File: src/rtl/mod_alu_seq.sv
// Sequential modular ADD/SUB/MUL/NEG unit, results in [0, M-1].
// Latency: accept+2 for ADD/SUB/NEG, accept+1+W for MUL; the result is held until out_ready and in_ready is low while busy.
module mod_alu_seq #(
  parameter int W = 4,
  parameter int M = 10
) (
  input  logic         clk,
  input  logic         rst,
  input  logic         in_valid,
  output logic         in_ready,
  input  logic [1:0]   op,
  input  logic [W-1:0] x,
  input  logic [W-1:0] y,
  output logic         out_valid,
  input  logic         out_ready,
  output logic [W-1:0] z,
  output logic         err
);

  localparam logic [1:0] S_IDLE = 2'd0;
  localparam logic [1:0] S_CALC = 2'd1;
  localparam logic [1:0] S_DONE = 2'd2;

  localparam logic [1:0] OP_ADD = 2'b00;
  localparam logic [1:0] OP_SUB = 2'b01;
  localparam logic [1:0] OP_MUL = 2'b10;
  localparam logic [1:0] OP_NEG = 2'b11;

  // W+1 bits so that M = 2^W is representable and sums never overflow
  localparam logic [W:0] MOD = (W+1)'(M);
  localparam int CW = (W > 1) ? $clog2(W) : 1;
  localparam logic [CW-1:0] CNT_TOP = CW'(W-1);

  logic [1:0]    state;
  logic [1:0]    opr;
  logic [W-1:0]  xr, yr;
  logic [W-1:0]  acc;
  logic [CW-1:0] cnt;

  logic          bad_in;
  logic [W:0]    xe, ye, s_add, s_sub, dbl, dbl_r, mac;
  logic [W-1:0]  mul_next, calc_z;

  assign in_ready  = (state == S_IDLE);
  assign out_valid = (state == S_DONE);

  assign bad_in = ({1'b0, x} >= MOD) || ((op != OP_NEG) && ({1'b0, y} >= MOD));

  always_comb begin
    xe    = {1'b0, xr};
    ye    = {1'b0, yr};
    s_add = xe + ye;
    s_sub = xe + MOD - ye;
    // one MSB-first shift-add step: acc*2 + (bit ? x : 0), reduced after each add
    dbl   = {acc, 1'b0};
    dbl_r = (dbl >= MOD) ? dbl - MOD : dbl;
    mac   = yr[cnt] ? dbl_r + xe : dbl_r;
    mul_next = (mac >= MOD) ? W'(mac - MOD) : W'(mac);
    calc_z = mul_next;
    case (opr)
      OP_ADD:  calc_z = (s_add >= MOD) ? W'(s_add - MOD) : W'(s_add);
      OP_SUB:  calc_z = (xe >= ye) ? W'(xe - ye) : W'(s_sub);
      OP_NEG:  calc_z = (xr == '0) ? '0 : W'(MOD - xe);
      default: calc_z = mul_next;
    endcase
  end

  always_ff @(posedge clk) begin
    if (rst) begin
      state <= S_IDLE;
      opr   <= OP_ADD;
      xr    <= '0;
      yr    <= '0;
      acc   <= '0;
      cnt   <= '0;
      z     <= '0;
      err   <= 1'b0;
    end else begin
      case (state)
        S_IDLE: begin
          if (in_valid) begin
            xr  <= x;
            yr  <= y;
            opr <= op;
            acc <= '0;
            cnt <= CNT_TOP;
            if (bad_in) begin
              z     <= '0;
              err   <= 1'b1;
              state <= S_DONE;
            end else begin
              state <= S_CALC;
            end
          end
        end
        S_CALC: begin
          if ((opr == OP_MUL) && (cnt != '0)) begin
            acc <= mul_next;
            cnt <= cnt - CW'(1);
          end else begin
            z     <= calc_z;
            err   <= 1'b0;
            state <= S_DONE;
          end
        end
        S_DONE: begin
          if (out_ready) state <= S_IDLE;
        end
        default: state <= S_IDLE;
      endcase
    end
  end

endmodule

File: config.mk
export PLATFORM = sky130hd
export DESIGN_NAME = mod_alu_seq
export DESIGN_NICKNAME = d
export VERILOG_FILES = /design/src/rtl/mod_alu_seq.sv
export SDC_FILE = /design/constraint.sdc
export NUM_CORES = 1
export LEC_CHECK = 0
export CAP_MARGIN = 20
export CORE_ASPECT_RATIO = 1.5
export CORE_MARGIN = 2
export CORE_UTILIZATION = 55
export DETAILED_ROUTE_END_ITERATION = 6
export PLACE_DENSITY = 0.77
export SETUP_SLACK_MARGIN = 0.3
export SYNTH_ARGS = -nofsm -noshare
export SYNTH_HDL_FRONTEND = slang
export SYNTH_SLANG_ARGS = --single-unit
File: constraint.sdc
create_clock -name clk -period 5.3 [get_ports clk]
set_input_delay 1.06 -clock clk [delete_from_list [all_inputs] [get_ports clk]]
set_output_delay 1.06 -clock clk [all_outputs]
set_load 0.1 [all_outputs]
==> results of run 1 <==
[worst reg2reg max path, cell delays in order, from the launching register on]
cell and delay (ns):
dfxtp_1 0.48, inv_1 0.10, ha_1 0.26, nand2b_2 0.11, a21oi_2 0.08, xnor2_1 0.20
ha_1 0.20, inv_1 0.05, fa_1 0.45, mux2_2 0.29, ha_1 0.24, nand2b_2 0.23
nand4_1 0.11, or3b_1 0.34, a32o_1 0.24
[cell families (layout without fill, tap and decap cells)]
kind of cell | Yosys count | after routing
xor+xnor | 9 | 9
fa+ha+maj | 26 | 26
mux | 4 | 4
compound gates | 78 | 78
flops | 23 | 23
buf+inv | 36 | 51
simple gates | 86 | 86
[cell usage after synthesis, drive strengths merged, types with 2 or more instances]
cell,count,share of area
clkbuf,5,0.0089
nor3,8,0.019
buf,3,0.018
nand2,34,0.061
o31ai,5,0.018
xor2,5,0.030
a221oi,2,0.0083
dfxtp,23,0.22
o21a,2,0.0077
nor2,15,0.027
nor3b,3,0.011
a2111oi,2,0.0083
nor2b,6,0.018
a21o,3,0.011
nand2b,4,0.014
mux2i,2,0.0095
xnor2,4,0.017
a21oi,30,0.079
fa,5,0.048
nand3,5,0.012
ha,21,0.12
a31oi,3,0.016
inv,27,0.049
and2,2,0.0060
a211oi,8,0.029
o21ai,12,0.029
[routing by layer]
metal / share of wire / vias up / global-route usage / routed length, µm
li1: - / 949 / - / -
met1: 0.43 / 883 / 0.298 / 1980
met2: 0.50 / 42 / 0.406 / 2340
met3: 0.032 / 17 / 0.0206 / 149
met4: 0.038 / 0 / 0.113 / 178
met5: 0 / - / 0 / 0
[final cells by class]
class                           instances  area [µm²]  area share
Multi-Input combinational cell        203        1470       0.630
Timing Repair Buffer                   20         200      0.0857
Tap cell                               43        53.8      0.0230
Clock buffer                            3        41.3      0.0177
Sequential cell                        23         460       0.197
Inverter                               27         104      0.0445
Clock inverter                          1        5.00     0.00214
[metrics by stage]
stage                     worst slack, ns  hold WS, ns  std cells  instance area, µm²   util
after floorplan                      2.05        0.463        262                2100      -
after global placement               1.97        0.446        316                2290  0.621
after detailed placement             1.86        0.447        316                2290  0.621
after CTS                            1.85        0.462        320                2330  0.634
after global routing                 1.65        0.505        320                2330  0.634
final                                1.83        0.462        320                2330  0.634
[how the worst max path moves through the flow]
| stage | from | endpoint | slack [ns] | cells after the start |
|---|---|---|---|---|
| final | acc[0] | z[1] | 1.83 | 14 |
| after global routing | acc[0] | z[1] | 1.65 | 15 |
| after CTS | acc[0] | z[1] | 1.85 | 14 |
| after detailed placement | acc[0] | z[1] | 1.86 | 14 |
| after global placement | acc[1] | z[1] | 1.97 | 14 |
| after floorplan | acc[1] | z[1] | 2.05 | 14 |
[sequential cells by signal, summed over array words and instances (netlist names)]
name   count
cnt        2
z          4
state      2
yr         4
xr         4
acc        4
opr        2
err        1
[power by group]
group / internal [mW] / switching (mW)
combinational: 0.0722 / 0.119
clock: 0.0527 / 0.0603
sequential: 0.183 / 0.0170
total: 0.308 / 0.197
==> results.toml, run 1 <==
[yosys]
muxShareOfSynthArea = 0.0256
synth_compound_area_frac = 0.253
ys_seq_elements = 23
synth_ff_type = "dfxtp_1"
synth_area_um2 = 2100
synth_top_family_by_area = "compound AO/OA/AOI/OAI gates"
post_synth_and_or_nand_nor_area_fraction = 0.202
synth.avg_cell_area_um2 = 8.02
ys_seq_area_frac = 0.219
ys_warn_count = 0
synth_edf_count = 0
synthAdderAreaFrac = 0.173
async_flop_share = 0
synth_cells = 262
synthDistinctLibCells = 59
synth_fp_nets = 302
synth_xor_area_frac = 0.0464

[grt]
antenna_found_initial = 0
grt_start_max_net_pins = 26
grt_pass1_wl_um = 7850
grt_pass1_vias = 1750
grt_use_total = 0.241
overflow = 0

[timing]
setup_tns_ns = 0
tightest_slew_ns = 0.969
fin_worst_skew_ns = 0.0114
post-route-period-util = 0.655
drv_slew = 0
fmax_mhz = 288
rsz0062_at_grt = "no"
finalCriticalPeriod_ns = 3.47
slew_headroom = 0.352
hold_viol = 0
setup_violations = 0

[layout]
fill_cells = 326
areaGrowthSynthToFinish_pct = 11.1
nNetsFinal = 318
mostFrequentLayoutCell = "nand2_1"
drive_gt1_frac = 0.0686
layout_common_cells = "nand2_1, a21oi_1, inv_1"
antenna_cells = 0

[setup_path]
critical-path-slowest-cell = "dfxtp_1"
path_common_cell = "ha_1"
critPathCaptureType = "flip-flop"
start_kind = "flip-flop"
cp.arrival_ns = 3.65
r2r_end = "z[1]"
reg2regPathDepth = 14
crit_family = "adder cells"
crit_chain = "inv_1 > ha_1 > nand2b_2 > a21oi_2 > xnor2_1 > ha_1 > inv_1 > fa_1 > mux2_2 > ha_1 > nand2b_2 > nand4_1 > or3b_1 > a32o_1"
r2r_slack_ns = 1.83
cp_slowest_stage_delay_ns = 0.48
timing.rr.start = "acc[0]"
critPathRequiredTime_ns = 5.48
path_buf_inv = 2
critPathKind = "flip-flop to flip-flop"
path_max_fanout = 7

[route]
firstDrtPassIters = 4
first_iter_violations = 39
wl_per_cell_um = 14.5
drc = 0
wl_um = 4650
viasPerCell = 5.91
antenna_left = 0
vias = 1891

[hold_path]
hold_depth = 2
min_to = "z[2]"
min_from = "z[2]"
hold_class = "flip-flop to flip-flop"

[clock_tree]
cts_sinks = 23
hold_buffers = 0
cts.root.buffer_cell = "clkbuf_8"
path_clk_slew_ns = 0.09
cts-resized-gates = 0
insertion_delay_ns = 0.28
clockBufferDepth = 2
cts_made_buffers = 3
h-tree-depth = 1
cts_tree = "yes"
post_cts_buffers = 0

[die]
initial_core_util = 0.571
die-area_um2 = 4340
rows = 27
io_pins = 21
fp.dieW_um = 54.5
die_y_um = 79.7
coreArea_um2 = 3680

[place]
dp_hpwl_um = 3690
io_buffers = 20
place_congestion = 0.831

[power]
total_power_uw = 505
pwr_density_cell_nw_per_um2 = 216
peakVddDrop_mv = 0.231
p_leak_nw = 0.895

[flow_run]
drv_cap = 0

[status]
status = "complete, no violations"
(Power assumes the default switching activity.)
==> run 2: changes to the inputs <==
Clock period 5.3 ns to 3.2 ns, I/O delays scaled along.
==> run 2 against run 1 <==
  * Clock power increased by 65%
  * Clock skew is 0.0076 ns lower
  * Final cell count increased by 4.7%
  * Clock-buffer cell count stayed put
  * Die area stayed put
  * Sequential share of layout area fell by 1.5 points
  * Wire length grew 17%
  * Critical path type unchanged
  * Global-route usage increased by 3.2 points
  * Via count is 5.8% higher
  * Sequential power is 64% higher
  * First-iteration DRC count up 26%
  * Register-to-register slack got worse by 1.8 ns
==> results.toml, run 2 (synthesis gave the netlist of run 1 again) <==
[status]
status = "complete, no violations"

[power]
intPower_uw = 515
p_comb_frac = 0.392
power.share.switching = 0.391
p_leak_nw = 1.02
total_power_uw = 846
p_sw_uw = 331
pwr_density_cell_nw_per_um2 = 332
p_clk_frac = 0.219
peakVddDrop_mv = 0.341
pwr-share-seq = 0.389

[setup_path]
critPathKind = "flip-flop to flip-flop"
r2r_end = "z[1]"
start_kind = "flip-flop"
timing.rr.start = "acc[1]"
r2r_slack_ns = 0.03
path_max_fanout = 4
reg2regPathDepth = 15
cp.arrival_ns = 3.34
critPathRequiredTime_ns = 3.37
critPathCaptureType = "flip-flop"

[die]
initial_core_util = 0.571
rows = 27
io_pins = 21
die-area_um2 = 4340
fp.dieW_um = 54.5
coreArea_um2 = 3680
die_y_um = 79.7

[route]
first_iter_violations = 49
vias = 2001
antenna_left = 0
firstDrtPassIters = 4
wl_um = 5460
viasPerCell = 5.97
drc = 0
wl_per_cell_um = 16.3

[layout]
layout_common_cells = "nand2_1, a21oi_1, inv_1"
nNetsFinal = 333
antenna_cells = 0
drive_gt1_frac = 0.202
mostFrequentLayoutCell = "nand2_1"
utilization = 0.693
areaGrowthSynthToFinish_pct = 21.4

[timing]
finalCriticalPeriod_ns = 3.17
tightest_slew_ns = 0.674
hold_viol = 0
drv_slew = 0
slew_headroom = 0.547
setup_violations = 0
fin_worst_skew_ns = 0.00379
fmax_mhz = 315
post-route-period-util = 0.991
rsz0062_at_grt = "yes"

[grt]
grt_use_total = 0.274
grt_pass1_wl_um = 8780
antenna_found_initial = 0
overflow = 0
grt_pass1_vias = 2011
grt_start_max_net_pins = 16

[clock_tree]
cts_sinks = 23
clockBufferDepth = 2
cts.root.buffer_cell = "clkbuf_8"
insertion_delay_ns = 0.27
cts_tree = "yes"
hold_buffers = 0
cts_made_buffers = 3
h-tree-depth = 1
path_clk_slew_ns = 0.09

[hold_path]
min_from = "z[2]"
hold_depth = 2
min_to = "z[2]"
hold_class = "flip-flop to flip-flop"

[place]
place_congestion = 0.919
dp_hpwl_um = 4050
io_buffers = 20

[flow_run]
drv_cap = 0
==> run 2: power by group through the flow <==
stage / registers (mW) / clock network [mW] / logic (mW)
5_1_grt: 0.331 / 0.197 / 0.366
3_5_place_dp: 0.335 / 0 / 0.322
2_1_floorplan: 0.351 / 0 / 0.227
6_report: 0.329 / 0.186 / 0.332
4_1_cts: 0.328 / 0.189 / 0.328
3_3_place_gp: 0.334 / 0 / 0.316
==> run 2: area by class of cell <==
type | instances | area, µm²
fill | 323 | 1130
sequential | 23 | 465
tap | 43 | 53.8
clock inverter | 1 | 5.00
timing repair buffer | 35 | 299
multi-input combinational | 203 | 1580
clock buffer | 3 | 41.3
inverter | 27 | 106
==> run 2: timing repair <==
action,in CTS,in global routing
endpoints found under the setup margin,6,6
resized for setup,7,3
pin swaps,12,7
cloned,0,0
setup buffers,10,2
==> run 2: layer usage <==
| layer | up-vias | part of all wire | GRT usage |
|---|---|---|---|
| li1 | 979 | - | - |
| met2 | 43 | 0.55 | 0.475 |
| met5 | - | 0 | 0 |
| met1 | 962 | 0.40 | 0.322 |
| met3 | 17 | 0.020 | 0.0337 |
| met4 | 0 | 0.031 | 0.120 |
==> run 2: worst max-delay path by stage <==
stage                 from  endpoint  cells after the start
floorplan           acc[1]      z[1]                     14
global placement    acc[1]      z[1]                     15
detailed placement  acc[1]      z[3]                     15
CTS                 acc[1]      z[1]                     14
global route        acc[1]      z[1]                     15
finish              acc[1]      z[1]                     15
==> run 2: worst max-delay path, cell delays in order, from the launching register on <==
cell and delay [ns]:
dfxtp_2 0.36, inv_4 0.05, ha_4 0.15, nand2b_4 0.15, a21oi_4 0.18, xnor2_2 0.14, ha_2 0.21, inv_2 0.04
fa_2 0.34, xor2_2 0.16, nor3b_2 0.21, and3_4 0.23, a31oi_4 0.05, nand4_1 0.16, or3b_1 0.37, a32o_1 0.25
==> run 2: per-stage QoR <==
step	std cells	setup TNS, ns	instance area (µm²)	setup slack (ns)	hold WS, ns
6_report	335	0	2550	0.0291	0.466
5_1_grt	335	-0.0961	2550	-0.0622	0.482
3_3_place_gp	319	0	2370	0.119	0.450
2_1_floorplan	262	0	2180	0.200	0.463
3_5_place_dp	319	-0.000927	2370	-0.000927	0.457
4_1_cts	333	0	2520	0.0985	0.469
